**src/rtl/cpu_pkg.sv**
```systemverilog
// Shared CPU front-end types: word width and the fetch queue entry.
package cpu_pkg;

    localparam int XLEN = 32;

    typedef struct packed {
        logic [XLEN-1:0] pc;
        logic [XLEN-1:0] instr;
    } fetch_entry_t;

endpackage

```
**src/rtl/fetch_queue_if.sv**
```systemverilog
// Producer/consumer handshake bundle around the fetch queue.
interface fetch_queue_if;
    import cpu_pkg::*;

    logic            in_valid;
    logic [XLEN-1:0] in_pc;
    logic [XLEN-1:0] in_instr;
    logic            in_ready;
    logic            out_valid;
    logic [XLEN-1:0] out_pc;
    logic [XLEN-1:0] out_instr;
    logic            out_ready;

    modport master (
        output in_valid, in_pc, in_instr, out_ready,
        input  in_ready, out_valid, out_pc, out_instr
    );

    modport slave (
        input  in_valid, in_pc, in_instr, out_ready,
        output in_ready, out_valid, out_pc, out_instr
    );

endinterface

```
**src/rtl/fetch_queue_mem.sv**
```systemverilog
// Entry storage for the fetch queue: one write port, one async read port.
module fetch_queue_mem
    import cpu_pkg::*;
#(
    parameter int DEPTH = 4
) (
    input  logic                       clk,
    input  logic                       we,
    input  logic [$clog2(DEPTH)-1:0]   waddr,
    input  fetch_entry_t               wdata,
    input  logic [$clog2(DEPTH)-1:0]   raddr,
    output fetch_entry_t               rdata
);

    fetch_entry_t mem [DEPTH];

    always_ff @(posedge clk) begin
        if (we)
            mem[waddr] <= wdata;
    end

    assign rdata = mem[raddr];

endmodule

```
**src/rtl/fetch_queue.sv**
```systemverilog
// Circular {pc, instr} buffer between ifetch and decode with redirect flush.
// FETCH_QUEUE_BYPASS_EN enables a zero-latency path when the queue is empty.
module fetch_queue
    import cpu_pkg::*;
#(
    parameter int DEPTH = 4
) (
    input  logic                     clk,
    input  logic                     rst,
    input  logic                     flush_i,
    fetch_queue_if.slave             bus,
    output logic [$clog2(DEPTH):0]   count_o
);

    localparam int AW = $clog2(DEPTH);
    localparam int CW = AW + 1;

    logic [AW:0]   rd_ptr;
    logic [AW:0]   wr_ptr;
    logic [CW-1:0] count;

    fetch_entry_t wdata;
    fetch_entry_t rdata;
    fetch_entry_t hold;
    fetch_entry_t head;

    logic empty;
    logic push;
    logic pop;
    logic bypass;

    assign empty = (count == '0);

`ifdef FETCH_QUEUE_BYPASS_EN
    assign bypass = empty & ~flush_i
                  & bus.in_valid & bus.out_ready;
`else
    assign bypass = 1'b0;
`endif

    // Ready depends only on registered occupancy, never on out_ready.
    assign bus.in_ready = (count < CW'(DEPTH));

    assign push = bus.in_valid & bus.in_ready & ~bypass;
    assign pop  = ~empty & bus.out_ready;

    assign wdata.pc    = bus.in_pc;
    assign wdata.instr = bus.in_instr;

    fetch_queue_mem #(
        .DEPTH (DEPTH)
    ) u_mem (
        .clk   (clk),
        .we    (push & ~flush_i),
        .waddr (wr_ptr[AW-1:0]),
        .wdata (wdata),
        .raddr (rd_ptr[AW-1:0]),
        .rdata (rdata)
    );

    always_comb begin
        bus.out_valid = ~empty;
        head          = empty ? hold : rdata;
        if (bypass) begin
            bus.out_valid = 1'b1;
            head          = wdata;
        end
    end

    assign bus.out_pc    = head.pc;
    assign bus.out_instr = head.instr;
    assign count_o       = count;

    // hold keeps the last head so outputs are defined while empty.
    always_ff @(posedge clk or posedge rst) begin
        if (rst) begin
            rd_ptr <= '0;
            wr_ptr <= '0;
            count  <= '0;
            hold   <= '0;
        end else if (flush_i) begin
            rd_ptr <= '0;
            wr_ptr <= '0;
            count  <= '0;
        end else begin
            if (push)
                wr_ptr <= wr_ptr + (AW+1)'(1);
            if (pop)
                rd_ptr <= rd_ptr + (AW+1)'(1);
            count <= count + CW'(push) - CW'(pop);
            if (!empty)
                hold <= rdata;
        end
    end

endmodule

```
**src/flat_wrapper.sv**
```systemverilog
// flat-port wrapper written by rule: the top's interface ports become plain ports
module fetch_queue_flat import cpu_pkg::*;
#(
    parameter int DEPTH = 4
)
  (clk, rst, flush_i, count_o, bus_in_valid, bus_in_pc, bus_in_instr, bus_out_ready, bus_in_ready, bus_out_valid, bus_out_pc, bus_out_instr);
  fetch_queue_if bus_i ();
  input  logic clk;
  input  logic rst;
  input  logic flush_i;
  output logic [$clog2(DEPTH):0] count_o;
  input wire logic [$bits(bus_i.in_valid)-1:0] bus_in_valid;
  input wire logic [$bits(bus_i.in_pc)-1:0] bus_in_pc;
  input wire logic [$bits(bus_i.in_instr)-1:0] bus_in_instr;
  input wire logic [$bits(bus_i.out_ready)-1:0] bus_out_ready;
  output wire logic [$bits(bus_i.in_ready)-1:0] bus_in_ready;
  output wire logic [$bits(bus_i.out_valid)-1:0] bus_out_valid;
  output wire logic [$bits(bus_i.out_pc)-1:0] bus_out_pc;
  output wire logic [$bits(bus_i.out_instr)-1:0] bus_out_instr;
  assign bus_i.in_valid = bus_in_valid;
  assign bus_i.in_pc = bus_in_pc;
  assign bus_i.in_instr = bus_in_instr;
  assign bus_i.out_ready = bus_out_ready;
  assign bus_in_ready = bus_i.in_ready;
  assign bus_out_valid = bus_i.out_valid;
  assign bus_out_pc = bus_i.out_pc;
  assign bus_out_instr = bus_i.out_instr;
  fetch_queue #(.DEPTH(DEPTH)) u_core (.clk(clk), .rst(rst), .flush_i(flush_i), .bus(bus_i), .count_o(count_o));
endmodule
```
**config.mk**
```make
export PLATFORM = sky130hd
export DESIGN_NAME = fetch_queue_flat
export DESIGN_NICKNAME = d
export VERILOG_FILES = /design/src/rtl/cpu_pkg.sv /design/src/rtl/fetch_queue_if.sv /design/src/rtl/fetch_queue_mem.sv /design/src/rtl/fetch_queue.sv /design/src/flat_wrapper.sv
export SDC_FILE = /design/constraint.sdc
export NUM_CORES = 1
export LEC_CHECK = 0
export BUFFER_PORTS_ARGS = -buffer_cell sky130_fd_sc_hd__buf_2
export CORE_ASPECT_RATIO = 1.1
export CORE_UTILIZATION = 58
export DETAILED_ROUTE_END_ITERATION = 6
export PLACE_DENSITY = 0.75
export SLEW_MARGIN = 10
export SYNTH_ARGS = -nofsm -noshare
export SYNTH_HDL_FRONTEND = slang
export SYNTH_HIERARCHICAL = 1
export SYNTH_SLANG_ARGS = --single-unit
```
**constraint.sdc**
```tcl
create_clock -name clk -period 6.8 [get_ports clk]
set_input_delay 1.02 -clock clk [delete_from_list [all_inputs] [get_ports clk]]
set_output_delay 1.02 -clock clk [all_outputs]
set_load 0.02 [all_outputs]
```
==> metrics.txt, run 1 <==
max-cap viol count=0; total power=roughly 0.0066 W; wire length per cell=21.95 um; Post-Layout Cell Count=approximately 1100; fmax=~240 MHz; Least-Margin Pin Slew=1.096 ns; nets=approximately 800; vias in the first global route=between 6000 and 7000; Post-synth EDFFs=256; Worst R2R End=u_core/count_o[2]$_DFF_PP0_; Clock transition at path regs=approximately 0.060 ns; drt total wl=between 20000 and 25000 um; layout filler cell count=between 1000 and 1500; setup TNS=0 ns; Pre-antenna DRT Iters=6; Overall Global Routing Usage=0.2116; global-route wire length before repair=~36000 um; area leader, netlist=edfxtp_1; PostCTS Resize Cnt=0; initial core utilization=0.5890; post-synthesis cell type count=34; Synth Net Count=about 650; number of buffers created by CTS=31; count leader, synth=edfxtp_1; Syn Std Cell Area=approximately 0.013 sq mm; Worst setup EP type=output port; gpl congestion=between 0.7 and 0.8; clock sinks=about 330; Die Wd=around 140 um; HP Start=u_core/hold[41]$_DFFE_PP0N_; FF+latch count, synth=between 300 and 400; switching part of the total power=0.3078; IO Port Bufs=~140; Max Clock Skew=0.009664 ns; yosys warns=6; RSZ-0062 raised after global routing=false; DPL Wire Length=between 10000 and 15000 um; post-synthesis sequential area ratio=0.7291; critical path class=reg -> out; initial antenna violation count=4; # DRC=0; Post-CTS Repair Setup Buffers=0; Slew headroom=0.2676; PwrDens=444.8 mW/mm^2; Seq pwr share=0.401; synthesized instance count=~580; Comb pwr share=0.341; Clock Latency Late Sink=0.54 ns; Max VDD drop=between 0.0004 and 0.0005 V; hold_ws=0.4842 ns; htree depth=1; Worst EP required=around 5.8 ns; Clock Tree Buf Depth=3; R2R depth=11; period utilisation layout=0.6203; I/O Pins=~140; placed insts=993; sink of the worst hold path=u_core/hold[41]$_DFFE_PP0N_; Reg2Reg Launch Point=u_core/count_o[2]$_DFF_PP0_; Hold Path Stages=1; die height=158.9 um; Hold Fails Final Rpt=0; std cell rows=57; Avg Vias per Cell=roughly 5.8; Synth Flop Type=edfxtp_1; Worst EP arrival=3.20 ns; core area=roughly 0.022 sq mm; Critical Path Source Type=register; DR iter-0 viols=approximately 250; status=finished clean; internal reg-to-reg setup slack=between 3 and 4 ns; Final ANT Viol Nets=0; Mapped Avg Cell Area=between 20 and 25 sq um; Tmin final=about 4.2 ns; layout cell share with drive strength beyond 1=0.5046; most area-consuming cells after synthesis=edfxtp_1 (59%), dfrtp_1 (14%), mux4_2 (10%); CP max FO=39; DR vias=between 6000 and 7000; Leak Pwr=5.319 nW; part of the power in the clock network=0.258; post-synth top area share=0.5922; global route total overflow=0; die area=0.02298 sq mm; CTS tree=done; Hold/Removal Path Class=reg -> reg; Setup WS post-layout=roughly 2.6 ns; Clock Tree Root=clkbuf_16; Net Sw Power=0.002036 W; largest net degree at the start of global routing=72; Async S/R FF share, synth=0.2171; internal power=0.004578 W; Synth top cells by count=edfxtp_1 (256), mux2_2 (93), dfrtp_1 (71); CTS Hold Bufs=0; Placement Setup Slack=3.044 ns; area grow syn2layout=14.57%; fin. max-slew vios=0; final setup fails=0
power by group through the flow:
stage,clock [W],combinational (W),sequential [W]
after floorplan,0,0.00185,0.00260
after global placement,0,0.00224,0.00268
after detailed placement,0,0.00229,0.00270
after CTS,0.00174,0.00230,0.00267
after global routing,0.00181,0.00242,0.00270
final,0.00170,0.00225,0.00266
through the flow:
stage                       util  cell area [sq um]
after floorplan                -              12980
after global placement    0.6283              13850
after detailed placement  0.6283              13850
after CTS                 0.6746              14870
after global routing      0.6746              14870
final                     0.6748              14870
flip-flops by register name, summed over array words and instances (netlist names):
signal            cells
u_core/count_o        3
u_core/hold          64
u_core/rd_ptr         2
u_core/u_mem/mem    256
u_core/wr_ptr         2
metal layers:
metal | part of all wire | global-route usage | vias up
li1 | - | - | 2664
met1 | 0.38 | 0.2511 | 3214
met2 | 0.54 | 0.3870 | 133
met3 | 0.055 | 0.04735 | 35
met4 | 0.016 | 0.04928 | 4
met5 | 0.00095 | 0 | -
cells by family (layout without fill, tap and decap cells):
| family | count (synthesis) | in the layout | share of synthesized area |
|---|---|---|---|
| AO/OA/AOI/OAI | 3 | 3 | 0.001156 |
| buffers and inverters | 33 | 206 | 0.02227 |
| flip-flops | 327 | 327 | 0.7291 |
| AND/OR/NAND/NOR | 20 | 20 | 0.009930 |
| multiplexers | 192 | 192 | 0.2313 |
| other | 0 | 2 | 0 |
| XOR/XNOR | 4 | 4 | 0.002700 |
| adder cells (fa/ha/maj) | 3 | 3 | 0.003470 |
area by class of cell:
type / count / area (sq um) / share of cell area
Multi-Input combinational cell: 222 / 3244 / 0.2182
Inverter: 5 / 22.52 / 0.001515
Sequential cell: 327 / 9472 / 0.6369
Tap cell: 295 / 369.1 / 0.02482
Antenna cell: 2 / 5.005 / 0.0003366
Timing Repair Buffer: 144 / 738.2 / 0.04964
Clock buffer: 48 / 899.6 / 0.06050
Clock inverter: 9 / 120.1 / 0.008077
cells in the final DEF (no fill, tap or decap):
cell and count:
clkbuf_16 31, inv_1 3, mux2_1 7, edfxtp_1 256, mux2_2 93, clkinv_2 7
nand3b_1 1, xor2_1 3, mux4_1 4, and3b_4 2, or3_1 1, clkbuf_8 6
and3_4 1, mux4_2 60, nor3b_2 1, nor2_4 1, nor3_4 1, and2_1 1
inv_4 1, nor2b_1 1, xnor2_1 1, nand2b_1 2, dfrtp_1 69, o21ai_0 2
dfrtp_4 2, nand3_1 1, clkbuf_1 11, fa_1 1, buf_4 7, nand2_1 1
ha_1 2, bufinv_16 3, buf_2 137, diode_2 2, nor2_1 6, a21oi_1 1
mux2_4 28
worst max path at each step:
stage / from / end / slack [ns] / cells after the start
3_5_place_dp: u_core/rd_ptr[0]$_DFFE_PP0P_ / bus_out_instr[0] / 3.04 / 4
2_1_floorplan: flush_i / u_core/u_mem/mem[0][0]$_DFFE_PP_ / 0.10 / 3
5_1_grt: u_core/rd_ptr[0]$_DFFE_PP0P_ / bus_out_instr[2] / 2.30 / 4
4_1_cts: u_core/rd_ptr[0]$_DFFE_PP0P_ / bus_out_instr[0] / 2.45 / 4
3_3_place_gp: u_core/rd_ptr[0]$_DFFE_PP0P_ / bus_out_instr[1] / 3.06 / 4
6_report: u_core/rd_ptr[0]$_DFFE_PP0P_ / bus_out_instr[0] / 2.58 / 4
critical path: stages, from the launching register on:
cell and delay (ns):
dfrtp_4 0.96, buf_4 0.59, mux4_1 0.65, mux2_4 0.27
buf_2 0.15
Power figures use the tool's default switching activity.
==> inputs of run 2 (changes only) <==
--- a/config.mk
+++ b/config.mk
@@ -5,11 +5,12 @@
 export SDC_FILE = /design/constraint.sdc
 export NUM_CORES = 1
 export LEC_CHECK = 0
+export ABC_AREA = 1
 export BUFFER_PORTS_ARGS = -buffer_cell sky130_fd_sc_hd__buf_2
 export CORE_ASPECT_RATIO = 1.1
-export CORE_UTILIZATION = 58
+export CORE_UTILIZATION = 60
 export DETAILED_ROUTE_END_ITERATION = 6
-export PLACE_DENSITY = 0.75
+export PLACE_DENSITY = 0.76
 export SLEW_MARGIN = 10
 export SYNTH_ARGS = -nofsm -noshare
 export SYNTH_HDL_FRONTEND = slang
==> constraint.sdc (replaced) <==
create_clock -name clk -period 3.97 [get_ports clk]
set_input_delay 0.5955 -clock clk [delete_from_list [all_inputs] [get_ports clk]]
set_output_delay 0.5955 -clock clk [all_outputs]
set_load 0.02 [all_outputs]
==> metrics.txt, run 2 <==
Die Wd=153.4 um (+6.1%); Overall Global Routing Usage=0.2649 (+0.05325); mux share of post-synthesis cell area=0 (-0.2313); synthesized instance count=1610 (+180%); Post-CTS Repair Setup Buffers=0 (unchanged); htree depth=2 (+1); PwrDens=747.5 mW/mm^2 (+68%); std cell rows=60 (+5.3%); Syn Std Cell Area=0.01514 sq mm (+17%); most area-consuming cells after synthesis=edfxtp_1 (51%), nand2_1 (13%), dfrtp_1 (12%); layout filler cell count=1815 (+28%); Avg Vias per Cell=5.192 (-9.7%); hold_ws=0.2926 ns (-0.1916 ns); Pre-antenna DRT Iters=5 (-1); Synth Area in Compound Gates=0.0003307 (-0.0008261); status=finished clean; drt total wl=33170 um (+44%); Least-Margin Pin Slew=1.055 ns (-0.04132 ns); initial core utilization=0.6147 (+0.02569); Synth Flop Type=edfxtp_1; DR vias=10730 (+77%); largest net degree at the start of global routing=71 (-1.4%); register area=0.009469 sq mm (about the same); DPL Wire Length=18870 um (+50%); final setup fails=0 (unchanged); Synth top cells by count=nand2_1 (523), inv_1 (334), edfxtp_1 (256); CTS tree=done; post-synth top area share=0.5079 (-0.08436); largest family of logic cells by synthesized area=simple AND/OR/NAND/NOR gates; fin. max-slew vios=0 (unchanged); max reg flops=256 (unchanged); CP max FO=63 (+62%); Finished Core Util=0.6934 (+0.01861); Async S/R FF share, synth=0.2171 (unchanged); clock sinks=327 (unchanged); global-route wire length before repair=53740 um (+49%); largest register by flop count=u_core/u_mem/mem; PostCTS Resize Cnt=0 (unchanged); Crit path top cell by count=nand2_1; count leader, synth=nand2_1; Post-synth EDFFs=256 (unchanged); # DRC=0 (unchanged); Tmin final=roughly 3.2 ns; die area=0.02587 sq mm (+13%); period utilisation layout=0.8167; RSZ-0062 raised after global routing=false; most frequent cells in the layout=nand2_1 (523), inv_1 (332), edfxtp_1 (256); Post-Layout Cell Count=2067 (+96%); die height=168.6 um (+6.1%); commonest non-fill, non-tap cell in the layout=nand2_1; IO Port Bufs=137 (unchanged); I/O Pins=138 (unchanged); Hold/Removal Path Class=in -> reg; area of the multi-input gates=0.004006 sq mm (+23%); CTS Hold Bufs=0 (unchanged); Clock transition at path regs=0.06 ns (about the same); FF+latch count, synth=327 (unchanged); Worst EP arrival=2.65 ns (-0.55 ns); gpl congestion=0.7691 (+6.9%); Max Clock Skew=0.01366 ns (+0.003995 ns); core area=0.02462 sq mm (+12%); Max VDD drop=0.0006564 V (+63%); Final ANT Viol Nets=0 (unchanged); Leak Pwr=8.268 nW (+55%); layout cell share with drive strength beyond 1=0.1227 (-0.3819); max-cap viol count=0 (unchanged); Clock Latency Late Sink=0.51 ns (-0.03 ns); yosys warns=6 (unchanged); nets=1800 (+120%); slowest CP cell=dfrtp_4; CP peak stage delay=0.49 ns (-0.47 ns); number of buffers created by CTS=34 (+9.7%); area share of and/or/nand/nor cells after synthesis=0.2581 (+0.2482); fmax=roughly 310 MHz; initial antenna violation count=5 (+1); Post-Synth XOR/XNOR Area=0 (-0.002699); Slew headroom=0.2961 (+0.02846); DR iter-0 viols=996 (+300%); Hold Fails Final Rpt=0 (unchanged); Critical Path Source Type=register; global route total overflow=0 (unchanged); Clock Tree Buf Depth=3 (unchanged); post-synthesis adder-cell area fraction=0.002976 (-0.0004943); placed insts=2002 (+100%); worst path bufs/invs=4 (+2); post-synthesis sequential area ratio=0.6253 (-0.1039); wire length per cell=16.05 um (-27%); Clock Tree Root=clkbuf_16; area leader, netlist=edfxtp_1; post-synthesis cell type count=21 (-38%); crit path cell chain=inv_4 > buf_4 > nand2_1 > nand3_1 > nand2_1 > inv_1 > nand2_1 > and2_1 > buf_2; Synth Net Count=1682 (+160%); setup TNS=0 ns (unchanged); Mapped Avg Cell Area=9.401 sq um (-58%); area grow syn2layout=12.80%; critical path class=reg -> out; Worst setup EP type=output port; Worst EP required=3.37 ns (-2.41 ns); Top delay family on crit path=buffers and inverters; vias in the first global route=10710 (+60%)
## run 2: cell families (layout without fill, tap and decap cells)
| group | after synthesis | count (layout) |
|---|---|---|
| buf+inv | 414 | 556 |
| other cells | 0 | 5 |
| flops | 327 | 327 |
| simple gates | 865 | 865 |
| fa+ha+maj | 3 | 3 |
| compound gates | 1 | 1 |
## run 2: final timing paths
kind                                               from                               end  slack (ns)  cells past startpoint
max                        u_core/rd_ptr[0]$_DFFE_PP0P_                  bus_out_instr[9]        0.73                      9
min                                     bus_in_instr[4]  u_core/u_mem/mem[3][4]$_DFFE_PP_        0.29                      1
max reg2reg                 u_core/count_o[1]$_DFF_PP0_       u_core/count_o[2]$_DFF_PP0_        1.30                     12
min reg2reg                  u_core/hold[4]$_DFFE_PP0N_        u_core/hold[4]$_DFFE_PP0N_        0.47                      2
max in group asynchronous                           rst       u_core/hold[50]$_DFFE_PP0N_        2.77                      3
min in group asynchronous                           rst       u_core/count_o[2]$_DFF_PP0_        0.31                      2
## run 2: through the flow
stage | power (W) | area [sq um] | setup WS, ns
global placement | 0.009604 | 16000 | 1.322
floorplan | 0.008329 | 15160 | -0.09632
finish | 0.01276 | 17070 | 0.7278
global route | 0.01353 | 17070 | 0.5803
detailed placement | 0.009731 | 16000 | 1.284
CTS | 0.01279 | 17060 | 0.7355
## run 2: area by class of cell
cell class,instances,area share
Multi-Input combinational cell,869,0.2346
Sequential cell,327,0.5546
Antenna cell,5,0.0007328
Timing Repair Buffer,159,0.05056
Clock buffer,54,0.05914
Inverter,337,0.07431
Clock inverter,6,0.003298
Tap cell,310,0.02272
## run 2: routing by layer
metal | vias up | global-route usage | wire length [um]
li1 | 5236 | - | -
met1 | 5088 | 0.3409 | 13950
met2 | 347 | 0.4596 | 16200
met3 | 60 | 0.04608 | 2275
met4 | 0 | 0.08478 | 745
met5 | - | 0 | 0
## run 2: where the power goes
part / internal, W / switching [W]
combinational: 0.00175 / 0.00356
clock: 0.00181 / 0.00124
sequential: 0.00420 / 0.000209
total: 0.00775 / 0.00501
